### src/rtl/mc_ctrl_fsm_irq_if.sv
// mc_ctrl_fsm_irq_if
// Groups the control unit's datapath-facing signals.
//   master : the control FSM (receives opcode/irq lines, drives selects,
//            enables, EPC strobe, grant pulse, vector ID and int_en).
//   slave  : the datapath / interrupt sources (opposite directions).
// Parameters: NUM_IRQ request lines, ID_W bits of vector ID.
interface mc_ctrl_fsm_irq_if #(
    parameter int NUM_IRQ = 4,
    parameter int ID_W    = (NUM_IRQ > 1) ? $clog2(NUM_IRQ) : 1
);
    logic [5:0]         opcode;
    logic [NUM_IRQ-1:0] irq_req;
    logic [NUM_IRQ-1:0] irq_mask;

    logic [1:0]         alu_op;
    logic [1:0]         alu_src_b;
    logic [1:0]         wreg_dst;
    logic [1:0]         wreg_data_sel;
    logic               mem_read;
    logic               mem_write;
    logic               i_or_d;
    logic               reg_write;
    logic               ir_write;
    logic               pc_write;
    logic               pc_write_cond;
    logic               alu_src_a;
    logic               imm_com;
    logic [2:0]         pc_source;
    logic               epc_write;
    logic [NUM_IRQ-1:0] irq_ack;
    logic [ID_W-1:0]    irq_id;
    logic               int_en;

    modport master (
        input  opcode, irq_req, irq_mask,
        output alu_op, alu_src_b, wreg_dst, wreg_data_sel,
               mem_read, mem_write, i_or_d, reg_write, ir_write,
               pc_write, pc_write_cond, alu_src_a, imm_com, pc_source,
               epc_write, irq_ack, irq_id, int_en
    );

    modport slave (
        output opcode, irq_req, irq_mask,
        input  alu_op, alu_src_b, wreg_dst, wreg_data_sel,
               mem_read, mem_write, i_or_d, reg_write, ir_write,
               pc_write, pc_write_cond, alu_src_a, imm_com, pc_source,
               epc_write, irq_ack, irq_id, int_en
    );
endinterface

### src/rtl/mc_ctrl_fsm_irq.sv
// mc_ctrl_fsm_irq
// Multicycle MIPS-subset control FSM with vectored, maskable, fixed-priority
// interrupts (lowest index wins). Interrupts are sampled only in FETCH; a taken
// interrupt spends one INT_ENTER cycle saving EPC and loading the vector PC.
// Ports:
//   clk, rst : clock, synchronous active-high reset
//   bus      : master side of mc_ctrl_fsm_irq_if (opcode, irq_req, irq_mask in;
//              datapath selects/enables, epc_write, irq_ack, irq_id, int_en out)
module mc_ctrl_fsm_irq #(
    parameter int NUM_IRQ = 4,
    parameter int ID_W    = (NUM_IRQ > 1) ? $clog2(NUM_IRQ) : 1
) (
    input  logic                  clk,
    input  logic                  rst,
    mc_ctrl_fsm_irq_if.master     bus
);
    localparam logic [5:0] OP_LW    = 6'b100011;
    localparam logic [5:0] OP_SW    = 6'b101011;
    localparam logic [5:0] OP_BEQ   = 6'b000100;
    localparam logic [5:0] OP_RTYPE = 6'b000000;
    localparam logic [5:0] OP_J     = 6'b000010;
    localparam logic [5:0] OP_JAL   = 6'b000011;
    localparam logic [5:0] OP_ADDI  = 6'b001000;
    localparam logic [5:0] OP_ANDI  = 6'b001100;
    localparam logic [5:0] OP_ORI   = 6'b001101;
    localparam logic [5:0] OP_XORI  = 6'b001110;
    localparam logic [5:0] OP_SLTI  = 6'b001010;
    localparam logic [5:0] OP_RFE   = 6'b010000;

    typedef enum logic [2:0] {
        S_FETCH, S_DECODE, S_EXEC, S_MEM_WB, S_MEM_RD, S_INT_ENTER
    } state_e;

    state_e             state_q, state_d;
    logic               int_en_q, int_en_d;
    logic [ID_W-1:0]    irq_id_q, irq_id_d;
    logic [ID_W-1:0]    grant_q, grant_d;

    logic [NUM_IRQ-1:0] pending;
    logic               take;
    logic [ID_W-1:0]    low_idx;
    logic               is_itype;

    assign pending = bus.irq_req & ~bus.irq_mask;
    assign take    = int_en_q & (|pending);

    // Scan high to low so the last hit, i.e. the lowest set index, wins.
    always_comb begin
        low_idx = '0;
        for (int i = NUM_IRQ - 1; i >= 0; i--) begin
            if (pending[i]) low_idx = ID_W'(i);
        end
    end

    always_comb begin
        is_itype = 1'b0;
        case (bus.opcode)
            OP_ADDI, OP_ANDI, OP_ORI, OP_XORI, OP_SLTI: is_itype = 1'b1;
            default:                                    is_itype = 1'b0;
        endcase
    end

    always_comb begin
        state_d  = state_q;
        int_en_d = int_en_q;
        irq_id_d = irq_id_q;
        grant_d  = grant_q;

        bus.alu_op        = 2'b00;
        bus.alu_src_b     = 2'b00;
        bus.wreg_dst      = 2'b00;
        bus.wreg_data_sel = 2'b00;
        bus.mem_read      = 1'b0;
        bus.mem_write     = 1'b0;
        bus.i_or_d        = 1'b0;
        bus.reg_write     = 1'b0;
        bus.ir_write      = 1'b0;
        bus.pc_write      = 1'b0;
        bus.pc_write_cond = 1'b0;
        bus.alu_src_a     = 1'b0;
        bus.imm_com       = 1'b0;
        bus.pc_source     = 3'd0;
        bus.epc_write     = 1'b0;
        bus.irq_ack       = '0;

        // Reset blanks every strobe, so a reset landing in INT_ENTER yields
        // neither an EPC save nor an acknowledge.
        if (!rst) begin
            // imm_com is a pure opcode decode, independent of state.
            bus.imm_com = is_itype;
            case (state_q)
                S_FETCH: begin
                    if (take) begin
                        grant_d = low_idx;
                        state_d = S_INT_ENTER;
                    end else begin
                        bus.ir_write  = 1'b1;
                        bus.mem_read  = 1'b1;
                        bus.pc_write  = 1'b1;
                        bus.alu_src_b = 2'b01;
                        state_d       = S_DECODE;
                    end
                end
                S_DECODE: begin
                    bus.alu_src_b = 2'b11;
                    state_d       = S_EXEC;
                end
                S_EXEC: begin
                    state_d = S_FETCH;
                    if (bus.opcode == OP_LW || bus.opcode == OP_SW) begin
                        bus.alu_src_a = 1'b1;
                        bus.alu_src_b = 2'b10;
                        state_d       = S_MEM_WB;
                    end else if (bus.opcode == OP_J || bus.opcode == OP_JAL) begin
                        bus.pc_write  = 1'b1;
                        bus.pc_source = 3'd2;
                        if (bus.opcode == OP_JAL) begin
                            bus.reg_write     = 1'b1;
                            bus.wreg_dst      = 2'b10;
                            bus.wreg_data_sel = 2'b10;
                        end
                    end else if (bus.opcode == OP_BEQ) begin
                        bus.pc_write_cond = 1'b1;
                        bus.pc_source     = 3'd1;
                        bus.alu_op        = 2'b01;
                        bus.alu_src_a     = 1'b1;
                    end else if (bus.opcode == OP_RTYPE) begin
                        bus.alu_op    = 2'b10;
                        bus.alu_src_a = 1'b1;
                        state_d       = S_MEM_WB;
                    end else if (is_itype) begin
                        bus.alu_op    = 2'b10;
                        bus.alu_src_a = 1'b1;
                        bus.alu_src_b = 2'b10;
                        state_d       = S_MEM_WB;
                    end else if (bus.opcode == OP_RFE) begin
                        bus.pc_write  = 1'b1;
                        bus.pc_source = 3'd4;
                        int_en_d      = 1'b1;
                    end
                end
                S_MEM_WB: begin
                    state_d = S_FETCH;
                    if (bus.opcode == OP_RTYPE) begin
                        bus.reg_write = 1'b1;
                        bus.wreg_dst  = 2'b01;
                    end else if (is_itype) begin
                        bus.reg_write = 1'b1;
                    end else if (bus.opcode == OP_LW) begin
                        bus.i_or_d   = 1'b1;
                        bus.mem_read = 1'b1;
                        state_d      = S_MEM_RD;
                    end else if (bus.opcode == OP_SW) begin
                        bus.i_or_d    = 1'b1;
                        bus.mem_write = 1'b1;
                    end
                end
                S_MEM_RD: begin
                    bus.reg_write     = 1'b1;
                    bus.wreg_data_sel = 2'b01;
                    state_d           = S_FETCH;
                end
                S_INT_ENTER: begin
                    bus.epc_write = 1'b1;
                    bus.pc_write  = 1'b1;
                    bus.pc_source = 3'd3;
                    bus.irq_ack   = NUM_IRQ'(1) << grant_q;
                    irq_id_d      = grant_q;
                    int_en_d      = 1'b0;
                    state_d       = S_FETCH;
                end
                default: state_d = S_FETCH;
            endcase
        end
    end

    always_ff @(posedge clk) begin
        if (rst) begin
            state_q  <= S_FETCH;
            int_en_q <= 1'b1;
            irq_id_q <= '0;
            grant_q  <= '0;
        end else begin
            state_q  <= state_d;
            int_en_q <= int_en_d;
            irq_id_q <= irq_id_d;
            grant_q  <= grant_d;
        end
    end

    assign bus.irq_id = irq_id_q;
    assign bus.int_en = int_en_q;
endmodule

### src/flat_wrapper.sv
// flat-port wrapper written by rule: the top's interface ports become plain ports
module mc_ctrl_fsm_irq_flat 
#(
    parameter int NUM_IRQ = 4,
    parameter int ID_W    = (NUM_IRQ > 1) ? $clog2(NUM_IRQ) : 1
)
  (clk, rst, bus_opcode, bus_irq_req, bus_irq_mask, bus_alu_op, bus_alu_src_b, bus_wreg_dst, bus_wreg_data_sel, bus_mem_read, bus_mem_write, bus_i_or_d, bus_reg_write, bus_ir_write, bus_pc_write, bus_pc_write_cond, bus_alu_src_a, bus_imm_com, bus_pc_source, bus_epc_write, bus_irq_ack, bus_irq_id, bus_int_en);
  mc_ctrl_fsm_irq_if #(.NUM_IRQ(NUM_IRQ), .ID_W(ID_W)) bus_i ();
  input  logic clk;
  input  logic rst;
  input wire logic [$bits(bus_i.opcode)-1:0] bus_opcode;
  input wire logic [$bits(bus_i.irq_req)-1:0] bus_irq_req;
  input wire logic [$bits(bus_i.irq_mask)-1:0] bus_irq_mask;
  output wire logic [$bits(bus_i.alu_op)-1:0] bus_alu_op;
  output wire logic [$bits(bus_i.alu_src_b)-1:0] bus_alu_src_b;
  output wire logic [$bits(bus_i.wreg_dst)-1:0] bus_wreg_dst;
  output wire logic [$bits(bus_i.wreg_data_sel)-1:0] bus_wreg_data_sel;
  output wire logic [$bits(bus_i.mem_read)-1:0] bus_mem_read;
  output wire logic [$bits(bus_i.mem_write)-1:0] bus_mem_write;
  output wire logic [$bits(bus_i.i_or_d)-1:0] bus_i_or_d;
  output wire logic [$bits(bus_i.reg_write)-1:0] bus_reg_write;
  output wire logic [$bits(bus_i.ir_write)-1:0] bus_ir_write;
  output wire logic [$bits(bus_i.pc_write)-1:0] bus_pc_write;
  output wire logic [$bits(bus_i.pc_write_cond)-1:0] bus_pc_write_cond;
  output wire logic [$bits(bus_i.alu_src_a)-1:0] bus_alu_src_a;
  output wire logic [$bits(bus_i.imm_com)-1:0] bus_imm_com;
  output wire logic [$bits(bus_i.pc_source)-1:0] bus_pc_source;
  output wire logic [$bits(bus_i.epc_write)-1:0] bus_epc_write;
  output wire logic [$bits(bus_i.irq_ack)-1:0] bus_irq_ack;
  output wire logic [$bits(bus_i.irq_id)-1:0] bus_irq_id;
  output wire logic [$bits(bus_i.int_en)-1:0] bus_int_en;
  assign bus_i.opcode = bus_opcode;
  assign bus_i.irq_req = bus_irq_req;
  assign bus_i.irq_mask = bus_irq_mask;
  assign bus_alu_op = bus_i.alu_op;
  assign bus_alu_src_b = bus_i.alu_src_b;
  assign bus_wreg_dst = bus_i.wreg_dst;
  assign bus_wreg_data_sel = bus_i.wreg_data_sel;
  assign bus_mem_read = bus_i.mem_read;
  assign bus_mem_write = bus_i.mem_write;
  assign bus_i_or_d = bus_i.i_or_d;
  assign bus_reg_write = bus_i.reg_write;
  assign bus_ir_write = bus_i.ir_write;
  assign bus_pc_write = bus_i.pc_write;
  assign bus_pc_write_cond = bus_i.pc_write_cond;
  assign bus_alu_src_a = bus_i.alu_src_a;
  assign bus_imm_com = bus_i.imm_com;
  assign bus_pc_source = bus_i.pc_source;
  assign bus_epc_write = bus_i.epc_write;
  assign bus_irq_ack = bus_i.irq_ack;
  assign bus_irq_id = bus_i.irq_id;
  assign bus_int_en = bus_i.int_en;
  mc_ctrl_fsm_irq #(.NUM_IRQ(NUM_IRQ), .ID_W(ID_W)) u_core (.clk(clk), .rst(rst), .bus(bus_i));
endmodule
### config.mk
export PLATFORM = sky130hd
export DESIGN_NAME = mc_ctrl_fsm_irq_flat
export DESIGN_NICKNAME = d
export VERILOG_FILES = /design/src/rtl/mc_ctrl_fsm_irq_if.sv /design/src/rtl/mc_ctrl_fsm_irq.sv /design/src/flat_wrapper.sv
export SDC_FILE = /design/constraint.sdc
export NUM_CORES = 1
export LEC_CHECK = 0
export ABC_AREA = 1
export CORE_ASPECT_RATIO = 0.8
export CORE_MARGIN = 4
export CORE_UTILIZATION = 40
export CTS_CLUSTER_DIAMETER = 50
export DETAILED_ROUTE_END_ITERATION = 8
export PLACE_DENSITY = 0.83
export SKIP_LAST_GASP = 1
export SLEW_MARGIN = 25
export SYNTH_ARGS = -nofsm -noshare
export SYNTH_HDL_FRONTEND = slang
export SYNTH_SLANG_ARGS = --single-unit
### constraint.sdc
create_clock -name clk -period 3.4 [get_ports clk]
set_input_delay 0.51 -clock clk [delete_from_list [all_inputs] [get_ports clk]]
set_output_delay 0.51 -clock clk [all_outputs]
set_load 0.05 [all_outputs]
==> impl_metrics.env, run 1 <==
export IMPL_seq_area_frac_synth_pct=20.7
export IMPL_hp_class="reg2reg"
export IMPL_path_class="in2out"
export IMPL_fp_coreArea_sq_um=1720
export IMPL_drc=0
export IMPL_gr_total_overflow=0
export IMPL_grt_max_degree=13
export IMPL_wl_per_cell_um=11.4
export IMPL_crit_chain="clkdlybuf4s50_1 > nor2_1 > nand2_1 > nor2_1 > nand3_1 > nand3_1 > nand2_1 > inv_1 > clkdlybuf4s50_1"
export IMPL_hpwl_um=2010
export IMPL_p_leak_uw=0.000595
export IMPL_insertion_delay_ns=0.26
export IMPL_cts_tree="built"
export IMPL_syn_nets=160
export IMPL_cp_data_arrival_time_ns=2.55
export IMPL_n_fill_cell=161
export IMPL_vias=1061
export IMPL_io_pins=44
export IMPL_die_y_um=47.4
export IMPL_cts_resized=0
export IMPL_cp_top_family="buffers and inverters"
export IMPL_worstSetupEndpoint="bus_reg_write"
export IMPL_r2r_slack_ns=2.16
export IMPL_power_density_nw_per_um2=306
export IMPL_start_util_pct=44.9
export IMPL_setup_viol=0
export IMPL_clockBufferDepth=2
export IMPL_dieArea_sq_um=2710
export IMPL_synth_most_common_cell="nand2_1"
export IMPL_relSlewSlack_pct=65.2
export IMPL_cap_violations=0
export IMPL_regToRegEndpoint="u_core.grant_q[1]$_SDFFE_PP0P_"
export IMPL_yosysWarnings=0
export IMPL_antenna_cells=0
export IMPL_met2_length_um=1140
export IMPL_cts_sinks=8
export IMPL_period_needed_ns=3.06
export IMPL_synth_top_family_by_area="simple AND/OR/NAND/NOR gates"
export IMPL_avgSynthCellArea_sq_um=5.38
export IMPL_yosys_top_cells_count="nand2_1 (37), nor2_1 (30), inv_1 (23)"
export IMPL_top_layer_used="met4"
export IMPL_synth_xor_area_share_pct=0
export IMPL_antenna_found_initial=0
export IMPL_cts_root_buffer="clkbuf_4"
export IMPL_start_kind="input port"
export IMPL_syn_inst=144
export IMPL_final_antenna_net_count=0
export IMPL_worstMarginPinSlew_ns=0.521
export IMPL_final_cell_area_sq_um=1220
export IMPL_grt_setup_unrepaired="false"
export IMPL_reg2regPathDepth=4
export IMPL_fin_crit_sh_pct=89.9
export IMPL_drive_above_1_share_pct=14.4
export IMPL_synth_top_area_share_pct=20.7
export IMPL_cts_buffers=3
export IMPL_cts_max_level=1
export IMPL_crit_cells=9
export IMPL_dr_pass1_iters=4
export IMPL_max_freq_ghz=0.327
export IMPL_finalSetupTns_ns=0
export IMPL_multi_input_area_sq_um=504
export IMPL_grt_pass1_vias=881
export IMPL_die_w_um=57.2
export IMPL_cp_max_fo=4
export IMPL_crit_slowest_cell="clkdlybuf4s50_1"
export IMPL_worst_setup_path_end_kind="primary output"
export IMPL_hold_viol=0
export IMPL_synthTopCellsByArea="dfxtp_1 (21%), nand2_1 (18%), nor2_1 (15%)"
export IMPL_dr_wl_met3_um=163
export IMPL_drv_slew=0
export IMPL_syn_area_sq_um=774
export IMPL_ys_ff_latch=8
export IMPL_worst_endpoint_required_ns=2.89
export IMPL_yosysUniqueCellTypes=19
export IMPL_gp_congestion=0.845
export IMPL_max_vdd_ir_drop_v=0.000227
export IMPL_via_per_inst=5.05
export IMPL_post_dp_cell_area_sq_um=1190
export IMPL_final_setup_skew_ns=0.00290
export IMPL_cts_setup_buffers=0
export IMPL_ys_flop_type="dfxtp_1"
export IMPL_drt_total_wl_um=2390
export IMPL_hold_depth=2
export IMPL_yosys_area_top_type="dfxtp_1"
export IMPL_synth_area_mux_share_pct=0
export IMPL_critPathBufInv=3
export IMPL_clkTransAtPathRegs_ns=0.05
export IMPL_synth_compound_area_share_pct=7.27
export IMPL_ys_async_sr_fraction_pct=0
export IMPL_synth_adder_area_share_pct=0
export IMPL_gr_usage_all_layers_pct=17.6
export IMPL_area_delta_synth_final_pct=57.0
export IMPL_status="completed"
export IMPL_grt_pass1_wl_um=3640
export IMPL_area_sequential_sq_um=160
export IMPL_synth_simple_area_share_pct=57.8
export IMPL_drt_iter0_markers=30
export IMPL_max_stage_delay_ns=0.79
export IMPL_cts_hold_buf=0
export IMPL_r2r_start="u_core.state_q[1]$_SDFF_PP0_"
export IMPL_port_buffer_count=43
export IMPL_synth_edf_count=0
export IMPL_num_rows=13
export IMPL_wl_met1_um=1050
export IMPL_worstSetupStartpoint="bus_opcode[2]"
export IMPL_nNetsFinal=206
-- per-stage QoR --
stage | util [%] | power (uW) | hold slack, ns | instances | setup WS [ns]
after floorplan | - | 237 | 0.485 | 144 | 0.943
after global placement | 69.2 | 296 | 0.450 | 207 | 0.404
after detailed placement | 69.2 | 298 | 0.465 | 207 | 0.359
after CTS | 70.5 | 374 | 0.470 | 210 | 0.356
after global routing | 70.5 | 398 | 0.490 | 210 | 0.228
final | 70.5 | 372 | 0.462 | 210 | 0.344
-- logic make-up after synthesis --
logic type             after synthesis
AND/OR/NAND/NOR                     97
buffers and inverters               28
AO/OA/AOI/OAI                       11
flip-flops                           8
-- power by group --
| group | switching, uW | internal [uW] | leakage (uW) |
|---|---|---|---|
| Sequential | 15.7 | 104 | 0.0000655 |
| Combinational | 115 | 63.4 | 0.000516 |
| Clock | 33.2 | 40.4 | 0.0000138 |
-- layout by cell type, fill, tap and decap left out --
master and n:
nand2_2 2, inv_2 2, o21ai_0 3, nor2_1 30, nor2_4 3, inv_1 23
a31oi_1 1, nand3_2 1, dfxtp_1 8, clkdlybuf4s50_1 31, nand3_1 14, nor3_2 3
nor3_1 3, a21oi_1 6, buf_4 13, o21ai_1 1, nand4_1 4, clkbuf_4 3
nand2_1 37
-- layer usage --
layer  GRT usage, %  vias to the layer above
li1               -                      539
met1           20.3                      466
met2           32.3                       52
met3           3.85                        4
met4           7.87                        0
met5              0                        -
-- flip-flops by register name, summed over array words and instances (netlist names) --
register           count
u_core.bus.int_en      1
u_core.bus.irq_id      2
u_core.grant_q         2
u_core.state_q         3
-- area by class of cell --
| class | count | area share (%) |
|---|---|---|
| clock buffers | 3 | 1.85 |
| repair buffers | 44 | 33.5 |
| multi-input cells | 108 | 41.5 |
| flip-flops and latches | 8 | 13.2 |
| well taps | 22 | 2.26 |
| inverters | 25 | 7.72 |
-- worst min-delay path by stage --
stage	start	endpoint	slack, ns
2_1_floorplan	u_core.grant_q[1]$_SDFFE_PP0P_	u_core.bus.irq_id[1]$_SDFFE_PP0N_	0.49
6_report	u_core.bus.irq_id[0]$_SDFFE_PP0N_	u_core.bus.irq_id[0]$_SDFFE_PP0N_	0.46
3_5_place_dp	u_core.bus.irq_id[0]$_SDFFE_PP0N_	u_core.bus.irq_id[0]$_SDFFE_PP0N_	0.46
3_3_place_gp	u_core.bus.irq_id[0]$_SDFFE_PP0N_	u_core.bus.irq_id[0]$_SDFFE_PP0N_	0.45
5_1_grt	u_core.bus.irq_id[0]$_SDFFE_PP0N_	u_core.bus.irq_id[0]$_SDFFE_PP0N_	0.49
4_1_cts	u_core.bus.irq_id[0]$_SDFFE_PP0N_	u_core.bus.irq_id[0]$_SDFFE_PP0N_	0.47
-- worst register-to-register path, stage by stage (launching register included) --
cell	delay, ns
dfxtp_1	0.38
nor3_2	0.34
nand3_1	0.21
nand3_1	0.10
o21ai_0	0.09
Power figures use the tool's default switching activity.
==> inputs of run 2 (changes only) <==
--- a/config.mk
+++ b/config.mk
@@ -7,10 +7,10 @@
 export LEC_CHECK = 0
 export ABC_AREA = 1
 export CORE_ASPECT_RATIO = 0.8
-export CORE_MARGIN = 4
 export CORE_UTILIZATION = 40
 export CTS_CLUSTER_DIAMETER = 50
 export DETAILED_ROUTE_END_ITERATION = 8
+export GPL_TIMING_DRIVEN = 0
 export PLACE_DENSITY = 0.83
 export SKIP_LAST_GASP = 1
 export SLEW_MARGIN = 25
==> constraint.sdc (replaced) <==
create_clock -name clk -period 3.4 [get_ports clk]
set_input_delay 0.34 -clock clk [delete_from_list [all_inputs] [get_ports clk]]
set_output_delay 0.34 -clock clk [all_outputs]
set_load 0.05 [all_outputs]
==> impl_metrics.env, run 2 (synthesis results as in run 1) <==
export IMPL_hp_class="reg2reg"
export IMPL_use_met2_pct=45.1
export IMPL_cts_root_buffer="clkbuf_4"
export IMPL_dieArea_sq_um=2120
export IMPL_n_fill_cell=158
export IMPL_drt_iter0_markers=32
export IMPL_max_vdd_ir_drop_v=0.000203
export IMPL_gp_congestion=0.923
export IMPL_hold_viol=0
export IMPL_fp_coreArea_sq_um=1720
export IMPL_largest_register_ffs=3
export IMPL_status="completed"
export IMPL_cts_hold_buf=0
export IMPL_start_util_pct=44.9
export IMPL_gr_usage_all_layers_pct=24.2
export IMPL_holdWs_ns=0.471
export IMPL_top_register="u_core.state_q"
export IMPL_port_buffer_count=43
export IMPL_grt_pass1_vias=903
export IMPL_start_kind="input port"
export IMPL_final_common_cell="clkdlybuf4s50_1"
export IMPL_io_pins=44
export IMPL_path_class="in2out"
export IMPL_gr_usage_met1_pct=29.2
export IMPL_vias=1082
export IMPL_cts_resized=0
export IMPL_setup_viol=0
export IMPL_final_setup_skew_ns=0.00856
export IMPL_via_per_inst=5.10
export IMPL_cts_setup_buffers=0
export IMPL_grt_setup_unrepaired="false"
export IMPL_num_rows=13
export IMPL_die_y_um=41.4
export IMPL_gr_total_overflow=0
export IMPL_wl_per_cell_um=11.5
export IMPL_antenna_cells=0
export IMPL_worst_endpoint_required_ns=3.06
export IMPL_insertion_delay_ns=0.27
export IMPL_gr_usage_met3_pct=5.43
export IMPL_drive_above_1_share_pct=8.42
export IMPL_power_density_nw_per_um2=302
export IMPL_clkTransAtPathRegs_ns=0.05
export IMPL_relSlewSlack_pct=65.0
export IMPL_grt_busiest_layer="met2"
export IMPL_max_freq_ghz=0.359
export IMPL_instances_no_fill=212
export IMPL_cts_max_level=1
export IMPL_grt_max_degree=11
export IMPL_dr_pass1_iters=4
export IMPL_worstMarginPinSlew_ns=0.524
export IMPL_nNetsFinal=208
export IMPL_fin_crit_sh_pct=82.0
export IMPL_cts_sinks=8
export IMPL_p_leak_uw=0.000576
export IMPL_cts_tree="built"
export IMPL_place_inst=209
export IMPL_area_delta_synth_final_pct=62.0
export IMPL_finalSetupTns_ns=0
export IMPL_layout_common_cells="clkdlybuf4s50_1 (43), nand2_1 (37), nor2_1 (30)"
export IMPL_die_w_um=51.2
export IMPL_grt_pass1_wl_um=3690
export IMPL_cp_max_fo=4
export IMPL_area_sequential_sq_um=160
export IMPL_antenna_found_initial=0
export IMPL_drt_total_wl_um=2430
export IMPL_drc=0
export IMPL_multi_input_area_sq_um=504
export IMPL_final_antenna_net_count=0
export IMPL_clockBufferDepth=2
export IMPL_worst_setup_path_end_kind="primary output"
export IMPL_period_needed_ns=2.79
export IMPL_cp_data_arrival_time_ns=2.45
export IMPL_drv_slew=0
export IMPL_cts_buffers=3
export IMPL_hpwl_um=2020
export IMPL_cap_violations=0
==> run 2: critical path, stage by stage <==
cell and delay, ns:
clkdlybuf4s50_1 0.47, nor2_1 0.25, nand3_1 0.19, nand2_1 0.14, inv_1 0.07, a31oi_1 0.15
clkdlybuf4s50_1 0.83
==> run 2: layer usage <==
metal | vias up | share of wire [%]
li1 | 544 | -
met1 | 484 | 42
met2 | 50 | 50
met3 | 4 | 7.2
met4 | 0 | 0.54
met5 | - | 0
==> run 2: worst paths after layout <==
path	start	endpoint	slack [ns]	cells past startpoint
max	bus_opcode[2]	bus_alu_src_a	0.61	7
min	u_core.bus.irq_id[0]$_SDFFE_PP0N_	u_core.bus.irq_id[0]$_SDFFE_PP0N_	0.47	2
max reg2reg	u_core.state_q[1]$_SDFF_PP0_	u_core.grant_q[0]$_SDFFE_PP0P_	2.17	5
min reg2reg	u_core.bus.irq_id[0]$_SDFFE_PP0N_	u_core.bus.irq_id[0]$_SDFFE_PP0N_	0.47	2
==> run 2: where the power goes <==
part	total, uW	switching [uW]	internal [uW]	leakage, uW
registers	121	16.9	104	0.0000655
logic	179	115	63.8	0.000497
clock network	78.6	37.8	40.8	0.0000138
==> run 2: layout make-up <==
cell class / count / share of cell area, %
multi-input combinational: 108 / 40.2
buffer: 3 / 1.30
clock buffer: 3 / 1.79
sequential: 8 / 12.8
inverter: 25 / 7.48
timing repair buffer: 43 / 34.3
tap: 22 / 2.19
==> run 2: through the flow <==
step           utilization [%]  setup WS, ns  total power, uW  instance area, sq um
2_1_floorplan                -          1.17              237                   774
3_3_place_gp              71.5         0.717              295                  1230
3_5_place_dp              71.5         0.682              300                  1230
4_1_cts                   72.8         0.677              376                  1250
5_1_grt                   72.8         0.516              398                  1250
6_report                  72.8         0.611              379                  1250
==> inputs of run 3 (changes only) <==
--- a/config.mk
+++ b/config.mk
@@ -7,11 +7,11 @@
 export LEC_CHECK = 0
 export ABC_AREA = 1
 export CORE_ASPECT_RATIO = 0.8
-export CORE_UTILIZATION = 40
+export CORE_UTILIZATION = 38
 export CTS_CLUSTER_DIAMETER = 50
 export DETAILED_ROUTE_END_ITERATION = 8
 export GPL_TIMING_DRIVEN = 0
-export PLACE_DENSITY = 0.83
+export PLACE_DENSITY = 0.8
 export SKIP_LAST_GASP = 1
 export SLEW_MARGIN = 25
 export SYNTH_ARGS = -nofsm -noshare
==> constraint.sdc (replaced) <==
create_clock -name clk -period 2.7 [get_ports clk]
set_input_delay 0.27 -clock clk [delete_from_list [all_inputs] [get_ports clk]]
set_output_delay 0.27 -clock clk [all_outputs]
set_load 0.05 [all_outputs]
==> impl_metrics.env, run 3 (synthesis results as in run 1) <==
export IMPL_final_common_cell="clkdlybuf4s50_1"
export IMPL_drc=0
export IMPL_cts_sinks=8
export IMPL_fin_crit_sh_pct=94.4
export IMPL_area_delta_synth_final_pct=63.3
export IMPL_start_kind="flip-flop"
export IMPL_gr_usage_all_layers_pct=22.1
export IMPL_vias=1046
export IMPL_power_density_nw_per_um2=372
export IMPL_hold_depth=2
export IMPL_hpwl_um=1910
export IMPL_cp_max_fo=7
export IMPL_cp_top_family="buffers and inverters"
export IMPL_start_util_pct=40.9
export IMPL_area_sequential_sq_um=160
export IMPL_dieArea_sq_um=2220
export IMPL_wl_per_cell_um=10.6
export IMPL_n_fill_cell=185
export IMPL_r2r_start="u_core.state_q[1]$_SDFF_PP0_"
export IMPL_grt_busiest_layer="met2"
export IMPL_hold_end="u_core.bus.irq_id[0]$_SDFFE_PP0N_"
export IMPL_worst_setup_path_end_kind="primary output"
export IMPL_via_per_inst=4.89
export IMPL_gr_total_overflow=0
export IMPL_gr_usage_met3_pct=5.43
export IMPL_antenna_cells=0
export IMPL_setup_viol=0
export IMPL_worstMarginPinSlew_ns=0.519
export IMPL_antenna_found_initial=0
export IMPL_clkTransAtPathRegs_ns=0.05
export IMPL_finalSetupTns_ns=0
export IMPL_cts_setup_buffers=0
export IMPL_relSlewSlack_pct=65.4
export IMPL_hold_viol=0
export IMPL_nNetsFinal=208
export IMPL_clockBufferDepth=2
export IMPL_drt_total_wl_um=2260
export IMPL_status="completed"
export IMPL_grt_setup_unrepaired="false"
export IMPL_fp_coreArea_sq_um=1890
export IMPL_period_needed_ns=2.55
export IMPL_use_met2_pct=34.2
export IMPL_insertion_delay_ns=0.26
export IMPL_io_pins=44
export IMPL_grt_pass1_vias=940
export IMPL_multi_input_area_sq_um=504
export IMPL_hp_start="u_core.bus.irq_id[0]$_SDFFE_PP0N_"
export IMPL_hp_class="reg2reg"
export IMPL_num_rows=14
export IMPL_drv_slew=0
export IMPL_port_buffer_count=43
export IMPL_r2r_slack_ns=1.50
export IMPL_largest_register_ffs=3
export IMPL_critPathBufInv=2
export IMPL_gp_congestion=0.887
export IMPL_grt_pass1_wl_um=3810
export IMPL_max_freq_ghz=0.392
export IMPL_max_vdd_ir_drop_v=0.000268
export IMPL_layout_common_cells="clkdlybuf4s50_1 (40), nand2_1 (37), nor2_1 (30)"
export IMPL_final_setup_skew_ns=0.00935
export IMPL_cp_data_arrival_time_ns=2.28
export IMPL_cap_violations=0
export IMPL_grt_max_degree=11
export IMPL_cts_root_buffer="clkbuf_4"
export IMPL_cts_buffers=3
export IMPL_p_leak_uw=0.000629
export IMPL_path_class="reg2out"
export IMPL_final_antenna_net_count=0
export IMPL_place_inst=211
export IMPL_crit_chain="nand2_2 > nor2_4 > nand4_1 > nor2_1 > buf_4 > clkdlybuf4s50_1"
export IMPL_cts_max_level=1
export IMPL_top_register="u_core.state_q"
export IMPL_max_stage_delay_ns=0.79
export IMPL_dr_pass1_iters=4
export IMPL_gr_usage_met1_pct=30.7
export IMPL_drt_iter0_markers=33
export IMPL_crit_slowest_cell="clkdlybuf4s50_1"
export IMPL_crit_cells=6
export IMPL_instances_no_fill=214
export IMPL_die_y_um=42.4
export IMPL_drive_above_1_share_pct=8.42
export IMPL_reg2regPathDepth=4
export IMPL_cts_tree="built"
export IMPL_worst_endpoint_required_ns=2.43
export IMPL_die_w_um=52.5
export IMPL_regToRegEndpoint="u_core.grant_q[1]$_SDFFE_PP0P_"
run 3: worst max path at each step:
stage                                  from               end  slack [ns]
4_1_cts        u_core.state_q[1]$_SDFF_PP0_     bus_alu_op[0]        0.14
2_1_floorplan  u_core.state_q[1]$_SDFF_PP0_  bus_pc_source[1]        0.54
6_report       u_core.state_q[1]$_SDFF_PP0_     bus_alu_op[0]        0.15
3_3_place_gp                            rst     bus_alu_src_a        0.13
5_1_grt                                 rst    bus_irq_ack[2]       0.004
3_5_place_dp                            rst  bus_pc_source[1]        0.15
run 3: layout make-up:
cell class | count | area share [%]
buffer | 3 | 1.29
clock buffer | 3 | 1.78
inverter | 25 | 7.42
multi-input combinational | 108 | 39.9
sequential | 8 | 12.7
tap | 24 | 2.37
timing repair buffer | 43 | 34.6
run 3: what timing repair did:
action	in CTS	in global routing
endpoints found under the setup margin	0	3
hold buffers	0	0
resized for setup	0	3
hold endpoints to repair	0	0
run 3: power breakdown:
group          leakage [uW]  internal (uW)  switching [uW]
logic              0.000550           79.9             145
registers         0.0000655            131            19.3
clock network     0.0000138           51.1            43.8
run 3: worst reg2reg max path: stages (launching register included):
cell     delay (ns)
dfxtp_1        0.39
nor3_2         0.32
nand3_1        0.21
nand3_1        0.11
o21ai_0        0.07
run 3: per-layer routing:
layer,part of all wire (%),wire [um]
met1,46,1030
met2,48,1080
met3,6.3,143
met4,0.27,6
met5,0,0
run 3: per-stage QoR:
step	worst slack (ns)	utilization, %	area, sq um	power [uW]	hold slack (ns)
floorplan	0.540	-	774	299	0.339
global placement	0.126	65.3	1230	371	0.454
detailed placement	0.145	65.3	1230	376	0.468
CTS	0.140	66.5	1260	470	0.482
global route	0.00400	66.9	1260	498	0.515
finish	0.151	66.9	1260	470	0.482
